<file path="src/rtl/param_register_file_if.sv">
// ---------------------------------------------------------------------------
// param_register_file_if
//   Bundles the write port, the two read ports, the clear request and the
//   busy status of param_register_file.
//
//   Handshake: there is no valid/ready pair. busy acts as an inverted ready
//   for the command inputs (we, clr). While busy=1, every write and every clr
//   is dropped, not queued. While busy=0, a command is accepted on the rising
//   clock edge where it is present. Reads are combinational and are not
//   affected by busy.
//
//   Signals (direction seen from the register file, i.e. the slave):
//     we       in   write enable
//     W_Adr    in   write address
//     W        in   write data
//     R_Adr    in   read port R address
//     S_Adr    in   read port S address
//     clr      in   start a clear sweep
//     R, S     out  entry data at R_Adr / S_Adr
//     R_valid  out  valid bit of the entry at R_Adr
//     S_valid  out  valid bit of the entry at S_Adr
//     busy     out  clear sweep in progress
// ---------------------------------------------------------------------------
interface param_register_file_if #(
   parameter int DATA_W = 16,
   parameter int ADDR_W = 3
);
   logic              we;
   logic [ADDR_W-1:0] W_Adr;
   logic [DATA_W-1:0] W;
   logic [ADDR_W-1:0] R_Adr;
   logic [ADDR_W-1:0] S_Adr;
   logic              clr;
   logic [DATA_W-1:0] R;
   logic [DATA_W-1:0] S;
   logic              R_valid;
   logic              S_valid;
   logic              busy;

   modport master (
      output we, W_Adr, W, R_Adr, S_Adr, clr,
      input  R, S, R_valid, S_valid, busy
   );

   modport slave (
      input  we, W_Adr, W, R_Adr, S_Adr, clr,
      output R, S, R_valid, S_valid, busy
   );
endinterface

</file>
<file path="src/rtl/param_register_file.sv">
// ---------------------------------------------------------------------------
// param_register_file
//   Register file with one write port and two combinational read ports
//   (R, S). Each entry has a valid bit. A clr request starts a sweep that
//   zeroes one entry per cycle, and busy is high for the sweep.
//
//   Parameters:
//     DATA_W  data width of each entry
//     DEPTH   number of entries, must equal 2**ADDR_W
//     ADDR_W  address width
//
//   Ports:
//     clk          system clock, rising edge
//     reset        synchronous, active-high reset. It wins over every input
//                  and aborts a running sweep.
//     bus          param_register_file_if.slave (write/read/clear/busy)
//     dbg_state_o  current FSM state (0 = IDLE, 1 = CLEAR)
//
//   Configuration macro:
//     REGFILE_ZERO_REG_EN  when defined, entry 0 is hardwired. Reads of
//                          address 0 return 0 with valid=1, and writes to
//                          address 0 are dropped.
// ---------------------------------------------------------------------------
module param_register_file #(
   parameter int DATA_W = 16,
   parameter int DEPTH  = 8,
   parameter int ADDR_W = 3
) (
   input  logic                  clk,
   input  logic                  reset,
   param_register_file_if.slave  bus,
   output logic                  dbg_state_o
);

   typedef enum logic {
      ST_IDLE  = 1'b0,
      ST_CLEAR = 1'b1
   } state_t;

   localparam logic [ADDR_W-1:0] LAST_PTR = ADDR_W'(DEPTH - 1);

   state_t            state_q;
   logic [ADDR_W-1:0] ptr_q;
   logic [ADDR_W-1:0] ptr_d;
   logic              busy_q;
   logic [DATA_W-1:0] mem_q [DEPTH];
   logic [DEPTH-1:0]  valid_q;
   logic              wr_allow;

`ifdef REGFILE_ZERO_REG_EN
   assign wr_allow = (bus.W_Adr != '0);
`else
   assign wr_allow = 1'b1;
`endif

   assign ptr_d = ptr_q + ADDR_W'(1);

   // The write only happens in IDLE, and only when no clr is present in the
   // same cycle, so a write and a clear never collide.
   always_ff @(posedge clk) begin
      if (reset) begin
         for (int i = 0; i < DEPTH; i++) begin
            mem_q[i] <= '0;
         end
         valid_q <= '0;
         state_q <= ST_IDLE;
         ptr_q   <= '0;
         busy_q  <= 1'b0;
      end else begin
         case (state_q)
            ST_IDLE: begin
               if (bus.clr) begin
                  state_q <= ST_CLEAR;
                  ptr_q   <= '0;
                  busy_q  <= 1'b1;
               end else if (bus.we && wr_allow) begin
                  mem_q[bus.W_Adr]   <= bus.W;
                  valid_q[bus.W_Adr] <= 1'b1;
               end
            end
            ST_CLEAR: begin
               mem_q[ptr_q]   <= '0;
               valid_q[ptr_q] <= 1'b0;
               ptr_q          <= ptr_d;
               // The last entry is cleared in this cycle, so busy drops on
               // the same edge. busy is then high for exactly DEPTH cycles.
               if (ptr_q == LAST_PTR) begin
                  state_q <= ST_IDLE;
                  busy_q  <= 1'b0;
               end
            end
            default: begin
               state_q <= ST_IDLE;
               busy_q  <= 1'b0;
            end
         endcase
      end
   end

   // Reads come straight from the array. There is no write bypass, so a read
   // of W_Adr in the write cycle returns the old contents.
`ifdef REGFILE_ZERO_REG_EN
   assign bus.R       = (bus.R_Adr == '0) ? '0 : mem_q[bus.R_Adr];
   assign bus.S       = (bus.S_Adr == '0) ? '0 : mem_q[bus.S_Adr];
   assign bus.R_valid = (bus.R_Adr == '0) | valid_q[bus.R_Adr];
   assign bus.S_valid = (bus.S_Adr == '0) | valid_q[bus.S_Adr];
`else
   assign bus.R       = mem_q[bus.R_Adr];
   assign bus.S       = mem_q[bus.S_Adr];
   assign bus.R_valid = valid_q[bus.R_Adr];
   assign bus.S_valid = valid_q[bus.S_Adr];
`endif

   assign bus.busy    = busy_q;
   assign dbg_state_o = state_q;

endmodule

</file>
<file path="src/flat_wrapper.sv">
// flat-port wrapper written by rule: the top's interface ports become plain ports
module param_register_file_flat 
#(
   parameter int DATA_W = 16,
   parameter int DEPTH  = 8,
   parameter int ADDR_W = 3
)
  (clk, reset, dbg_state_o, bus_we, bus_W_Adr, bus_W, bus_R_Adr, bus_S_Adr, bus_clr, bus_R, bus_S, bus_R_valid, bus_S_valid, bus_busy);
  param_register_file_if #(.DATA_W(DATA_W), .ADDR_W(ADDR_W)) bus_i ();
  input  logic clk;
  input  logic reset;
  output logic dbg_state_o;
  input wire logic [$bits(bus_i.we)-1:0] bus_we;
  input wire logic [$bits(bus_i.W_Adr)-1:0] bus_W_Adr;
  input wire logic [$bits(bus_i.W)-1:0] bus_W;
  input wire logic [$bits(bus_i.R_Adr)-1:0] bus_R_Adr;
  input wire logic [$bits(bus_i.S_Adr)-1:0] bus_S_Adr;
  input wire logic [$bits(bus_i.clr)-1:0] bus_clr;
  output wire logic [$bits(bus_i.R)-1:0] bus_R;
  output wire logic [$bits(bus_i.S)-1:0] bus_S;
  output wire logic [$bits(bus_i.R_valid)-1:0] bus_R_valid;
  output wire logic [$bits(bus_i.S_valid)-1:0] bus_S_valid;
  output wire logic [$bits(bus_i.busy)-1:0] bus_busy;
  assign bus_i.we = bus_we;
  assign bus_i.W_Adr = bus_W_Adr;
  assign bus_i.W = bus_W;
  assign bus_i.R_Adr = bus_R_Adr;
  assign bus_i.S_Adr = bus_S_Adr;
  assign bus_i.clr = bus_clr;
  assign bus_R = bus_i.R;
  assign bus_S = bus_i.S;
  assign bus_R_valid = bus_i.R_valid;
  assign bus_S_valid = bus_i.S_valid;
  assign bus_busy = bus_i.busy;
  param_register_file #(.DATA_W(DATA_W), .DEPTH(DEPTH), .ADDR_W(ADDR_W)) u_core (.clk(clk), .reset(reset), .bus(bus_i), .dbg_state_o(dbg_state_o));
endmodule
</file>
<file path="config.mk">
export PLATFORM = sky130hd
export DESIGN_NAME = param_register_file_flat
export DESIGN_NICKNAME = d
export VERILOG_FILES = /design/src/rtl/param_register_file_if.sv /design/src/rtl/param_register_file.sv /design/src/flat_wrapper.sv
export SDC_FILE = /design/constraint.sdc
export NUM_CORES = 1
export LEC_CHECK = 0
export ABC_AREA = 1
export BUFFER_PORTS_ARGS = -buffer_cell sky130_fd_sc_hd__buf_2
export CAP_MARGIN = 20
export CORE_ASPECT_RATIO = 1.75
export CORE_MARGIN = 4
export CORE_UTILIZATION = 33
export CTS_CLUSTER_SIZE = 16
export DETAILED_ROUTE_END_ITERATION = 10
export PLACE_DENSITY = 0.59
export SLEW_MARGIN = 5
export SYNTH_ARGS = -nofsm -noshare
export SYNTH_HDL_FRONTEND = slang
export SYNTH_SLANG_ARGS = --single-unit
</file>
<file path="constraint.sdc">
create_clock -name clk -period 3.5 [get_ports clk]
set_clock_uncertainty 0.15 [all_clocks]
set_input_delay 0.525 -clock clk [delete_from_list [all_inputs] [get_ports clk]]
set_output_delay 0.525 -clock clk [all_outputs]
set_load 0.01 [all_outputs]
</file>
==> metrics.cfg, run 1 <==
[run_status]
outcome = complete, no violations

[flow_run]
drv_cap = 0

[global_routing]
grt_max_degree = 69
grt-ovfl-total = 0
grt_pass1_vias = 7508
grt_pass1_wl_um = 42900
track_usage = 0.202
antenna_found_initial = 0

[routing]
wl_met2_um = 14600
top_layer = met4
vias_per_cell = 5.11
met1_length_um = 10400
finalWirelength_um = 27900
first_iter_violations = 742
met3_length_um = 1410
wl_per_cell_um = 18.9
route.detailed.drc = 0
dr.pass1.iters = 6
via_count = 7556
antenna_left = 0

[power]
p_seq_frac = 0.441
power_density_nw_per_um2 = 464
p_comb_frac = 0.158
p_sw_frac = 0.289
switchingPower_mw = 1.28
internal_power_mw = 3.15
total_power_mw = 4.43
leakagePower_nw = 4.50
clockPowerShare = 0.401
ir_drop_mv = 0.364

[min_path]
hold_path_class = input pin to flip-flop
min_to = u_core.ptr_q[1]
hp-start = reset
min_path_cells = 2

[clocking]
clk_pin_slew_worst_paths_ns = 0.06
cts_tree = built
clkLatencyLatePin_ns = 0.44
h-tree-depth = 4
cts.path.max_buffers = 2
cts_root_buffer = clkbuf_16
clkSinkCount = 141
cts_resized = 0
post-cts-setup-buffer-count = 0
cts_buffers = 17
holdBufCountCts = 0

[yosys]
netlist_instances = 1121
synth_xor_area_frac = 0
avgSynthCellArea_sq_um = 7.58
syn-num-nets = 1152
synth_cell_type_count = 28
synth-simple-area-share = 0.369
syn_area_sq_um = 8500
synth_compound_gate_area_share = 0.0495
synth_fa_ha_area_frac = 0.00294
seq_area_frac_synth = 0.483
ys_top_cells_by_area = edfxtp_1 (45%), nand2_1 (17%), nand3_1 (6.8%)
ys_ff_latch = 141
synth_mux_area_frac = 0
synth_top_area_cell = edfxtp_1
yosysWarningCount = 0
synth_top_cell_area_share = 0.452
synth_top_family_by_area = simple AND/OR/NAND/NOR gates

[sta]
final_max_slew_viol_count = 0
finalSetupTns_ns = 0
slew-limit-headroom = 0.424
tightest_slew_ns = 0.862
hold_viol_final = 0
max_freq_mhz = 369
post-route-worst-setup-slack_ns = 0.794
setup_viol_count_final = 0
period_share = 0.773
rsz0062_at_grt = no
fin_crit_ns = 2.71

[die]
io_pins = 65
rows = 77
die_height_um = 220
core_sq_um = 25300
die-width_um = 129
die_area_sq_um = 28500
initial_core_util = 0.335

[place]
detailed_place_hpwl_um = 19500
place_area_sq_um = 8970
post-place-ws_ns = 0.658
portBuffers = 64
place_congestion = 0.895

[finish]
n_fill_cell = 2625
design_area_sq_um = 9540
final_nets = 1182
seqCellArea_sq_um = 4100
fin_util = 0.377
diodes = 0
drive_gt1_frac = 0.144
multiInputGateArea_sq_um = 3580
syn_to_final_growth_pct = 12.3

[critical_path]
r2r_start = u_core.dbg_state_o
r2r_end = u_core.mem_q[6][2]
crit_arrival_ns = 2.03
start_kind = input pin
critPathKind = input pin to output pin
worstSetupEndpointType = output pin
r2r_slack_ns = 0.91
rr_worst_depth = 7
cp.required_ns = 2.82
worstPathMaxFanout = 32

-- worst max-delay path by stage --
stage | from | end | slack (ns) | cells after the start
after floorplan | reset | u_core.mem_q[5][0] | 1.30 | 9
after global placement | reset | u_core.mem_q[1][13] | 0.70 | 8
after detailed placement | reset | u_core.mem_q[6][11] | 0.66 | 8
after CTS | bus_R_Adr[0] | bus_R[4] | 0.82 | 9
after global routing | bus_R_Adr[0] | bus_R[4] | 0.67 | 9
final | bus_R_Adr[0] | bus_R[4] | 0.79 | 9
-- per-layer routing --
metal	up-vias	track usage
met1	3612	0.222
met3	73	0.0360
met4	0	0.116
li1	3596	-
met2	275	0.360
met5	-	0
-- cells in the mapped netlist (all sizes together) --
master,count
a21oi,9
a22oi,2
buf,32
clkbuf,32
clkinv,2
dfxtp,13
edfxtp,128
ha,2
inv,120
nand2,410
nand3,119
nor2,178
nor3,2
o21ai,72
-- metrics by stage --
step,std cells,hold slack [ns]
5_1_grt,1480,0.184
6_report,1480,0.186
3_5_place_dp,1448,0.289
2_1_floorplan,1121,0.298
4_1_cts,1480,0.172
3_3_place_gp,1448,0.288
-- cell families after synthesis --
logic type / after synthesis
flops: 141
buf+inv: 186
simple gates: 709
fa+ha+maj: 2
compound gates: 83
-- critical path, stage by stage --
cell,delay (ns)
buf_2,0.36
inv_2,0.19
buf_4,0.30
nand2_1,0.10
nand3_1,0.06
nand2_1,0.12
nand2_1,0.06
nand2_1,0.12
buf_2,0.16
-- layout by cell type, fill, tap and decap left out, drive strengths merged --
master,synthesis,layout
nor2,178,178
nand2,410,410
edfxtp,128,128
o21ai,72,72
dfxtp,13,13
a22oi,2,2
clkbuf,32,18
clkinvlp,0,2
ha,2,2
bufinv,0,2
nor3,2,2
nand3,119,119
inv,120,122
clkinv,2,10
buf,32,75
a21oi,9,9
-- power by group through the flow --
stage	registers (mW)	logic (mW)	clock network (mW)
final	1.95	0.701	1.78
after global routing	1.96	0.769	1.88
after global placement	1.99	0.694	0
after CTS	1.95	0.701	1.79
after detailed placement	1.99	0.698	0
after floorplan	1.97	0.451	0
-- final cells by class --
class                      instances  share of cell area
clock buffer                      18              0.0450
clock inverter                    14              0.0149
inverter                         122              0.0482
multi-input combinational        794               0.376
sequential                       141               0.430
tap                              316              0.0414
timing repair buffer              75              0.0448
-- state kept, by name, indices dropped and copies added (netlist names) --
register	cells
u_core.bus.busy	1
u_core.dbg_state_o	1
u_core.mem_q	128
u_core.ptr_q	3
u_core.valid_q	8
(Power assumes the default switching activity.)
==> run 2: changes to the inputs <==
==> constraint.sdc (replaced) <==
create_clock -name clk -period 2.5 [get_ports clk]
set_clock_uncertainty 0.15 [all_clocks]
set_input_delay 0.375 -clock clk [delete_from_list [all_inputs] [get_ports clk]]
set_output_delay 0.375 -clock clk [all_outputs]
set_load 0.01 [all_outputs]
==> run 2 against run 1 <==
  * First-iteration DRC count rose by 26%
  * Worst setup slack got worse by 0.38 ns
  * Critical path depth fell by 1
  * Critical path type unchanged
==> metrics.cfg, run 2 (synthesis results as in run 1) <==
[finish]
largest_reg_flops = 128  ; unchanged
multiInputGateArea_sq_um = 3580  ; unchanged
final_common_cell = nand2_1
largest_register = u_core.mem_q
seqCellArea_sq_um = 4100  ; unchanged
reg_top3 = u_core.mem_q x128, u_core.valid_q x8, u_core.ptr_q x3
final_nets = 1207  ; +2.1%
diodes = 0  ; unchanged
n_fill_cell = 2609  ; -0.61%
layout_common_cells = nand2_1 (387), nor2_1 (148), edfxtp_1 (128)
drive_gt1_frac = 0.162  ; +0.0180
syn_to_final_growth_pct = 15.4
stdcell_count = 1505  ; +1.7%

[power]
power_density_nw_per_um2 = 635  ; +37%
leakagePower_nw = 4.64  ; +3.0%
ir_drop_mv = 0.457  ; +26%

[global_routing]
grt_max_degree = 50  ; -28%
antenna_found_initial = 0  ; unchanged
grt_pass1_vias = 7440  ; -0.91%
track_usage = 0.197  ; -0.00461
grt-ovfl-total = 0  ; unchanged
grt_pass1_wl_um = 42400  ; -1.2%

[sta]
slew-limit-headroom = 0.651  ; +0.227
fin_crit_ns = 2.08
period_share = 0.833
finalSetupTns_ns = 0  ; unchanged
post-route-worst-setup-slack_ns = 0.417  ; -0.377 ns
max_freq_mhz = 480
final_max_slew_viol_count = 0  ; unchanged
rsz0062_at_grt = no
setup_viol_count_final = 0  ; unchanged
hold_viol_final = 0  ; unchanged
tightest_slew_ns = 0.522  ; -0.340 ns

[flow_run]
drv_cap = 0  ; unchanged

[clocking]
post-cts-setup-buffer-count = 0  ; unchanged
clk_pin_slew_worst_paths_ns = 0.06  ; about the same
holdBufCountCts = 0  ; unchanged
cts.path.max_buffers = 2  ; unchanged
clkSinkCount = 141  ; unchanged
cts_resized = 0  ; unchanged
cts_root_buffer = clkbuf_16
h-tree-depth = 4  ; unchanged
clkLatencyLatePin_ns = 0.43  ; about the same
cts_buffers = 17  ; unchanged
cts_tree = built

[routing]
vias_per_cell = 5.10  ; -0.16%
first_iter_violations = 935  ; +26%
dr.pass1.iters = 6  ; unchanged
via_count = 7671  ; +1.5%
wl_per_cell_um = 18.2  ; -3.4%
finalWirelength_um = 27400  ; -1.8%
antenna_left = 0  ; unchanged
route.detailed.drc = 0  ; unchanged

[die]
initial_core_util = 0.335  ; unchanged
rows = 77  ; unchanged
io_pins = 65  ; unchanged
die_height_um = 220  ; unchanged
die-width_um = 129  ; unchanged
die_area_sq_um = 28500  ; unchanged
core_sq_um = 25300  ; unchanged

[run_status]
outcome = complete, no violations

[critical_path]
cpMostUsedCell = nand2_1
max_stage_delay_ns = 0.28  ; -0.08 ns
rr_worst_depth = 6  ; -1
cp_cell_sequence = buf_2 -> inv_2 -> buf_12 -> nand3_1 -> nand2_1 -> nand2_1 -> nand2_1 -> buf_2
critical_path_depth = 8  ; -1
path_delay_family = buffers and inverters
critPathKind = input pin to output pin
cp.required_ns = 1.98  ; -0.84 ns
crit_arrival_ns = 1.56  ; -0.47 ns
worstPathMaxFanout = 21  ; -34%
path_buf_inv = 4  ; unchanged
worstSetupEndpointType = output pin
start_kind = input pin
slowest_stage = inv_2

[place]
post-place-ws_ns = 0.230  ; -0.428 ns
dp_cells = 1473  ; +1.7%
detailed_place_hpwl_um = 19000  ; -2.6%
place_congestion = 0.923  ; +3.2%
portBuffers = 64  ; unchanged

[min_path]
hold_path_class = input pin to flip-flop
min_path_cells = 2  ; unchanged

[run 2: report_power, final]
| group | total [mW] | switching, mW | leakage (nW) | internal, mW |
|---|---|---|---|---|
| logic | 1.01 | 0.709 | 2.94 | 0.297 |
| registers | 2.73 | 0.0437 | 1.43 | 2.69 |
| clock network | 2.49 | 1.02 | 0.271 | 1.47 |
[run 2: final timing paths]
kind	startpoint	slack [ns]	to
hold / removal	reset	0.03	u_core.ptr_q[0]
setup / recovery	bus_R_Adr[1]	0.42	bus_R[4]
hold reg to reg	u_core.bus.busy	0.30	u_core.bus.busy
setup reg to reg	u_core.ptr_q[2]	0.51	u_core.mem_q[4][6]
[run 2: stage by stage]
stage          utilization  instance area, sq um  power (mW)  hold WS, ns
3_5_place_dp         0.364                  9230        3.78        0.296
5_1_grt              0.387                  9810        6.48       0.0274
2_1_floorplan            -                  8500        3.39        0.294
6_report             0.387                  9810        6.23       0.0307
3_3_place_gp         0.364                  9230        3.78        0.289
4_1_cts              0.387                  9810        6.25       0.0195
[run 2: area by class of cell]
type | instances | area share
Sequential cell | 141 | 0.418
Multi-Input combinational cell | 794 | 0.365
Timing Repair Buffer | 100 | 0.0704
Inverter | 122 | 0.0470
Clock buffer | 18 | 0.0438
Tap cell | 316 | 0.0403
Clock inverter | 14 | 0.0147
[run 2: layer usage]
metal  up-vias  wire (um)  track usage
met5         -          0            0
met1      3627      10300        0.229
met2       342      14400        0.355
met3        53       1720       0.0336
li1       3649          -            -
met4         0        981       0.0834
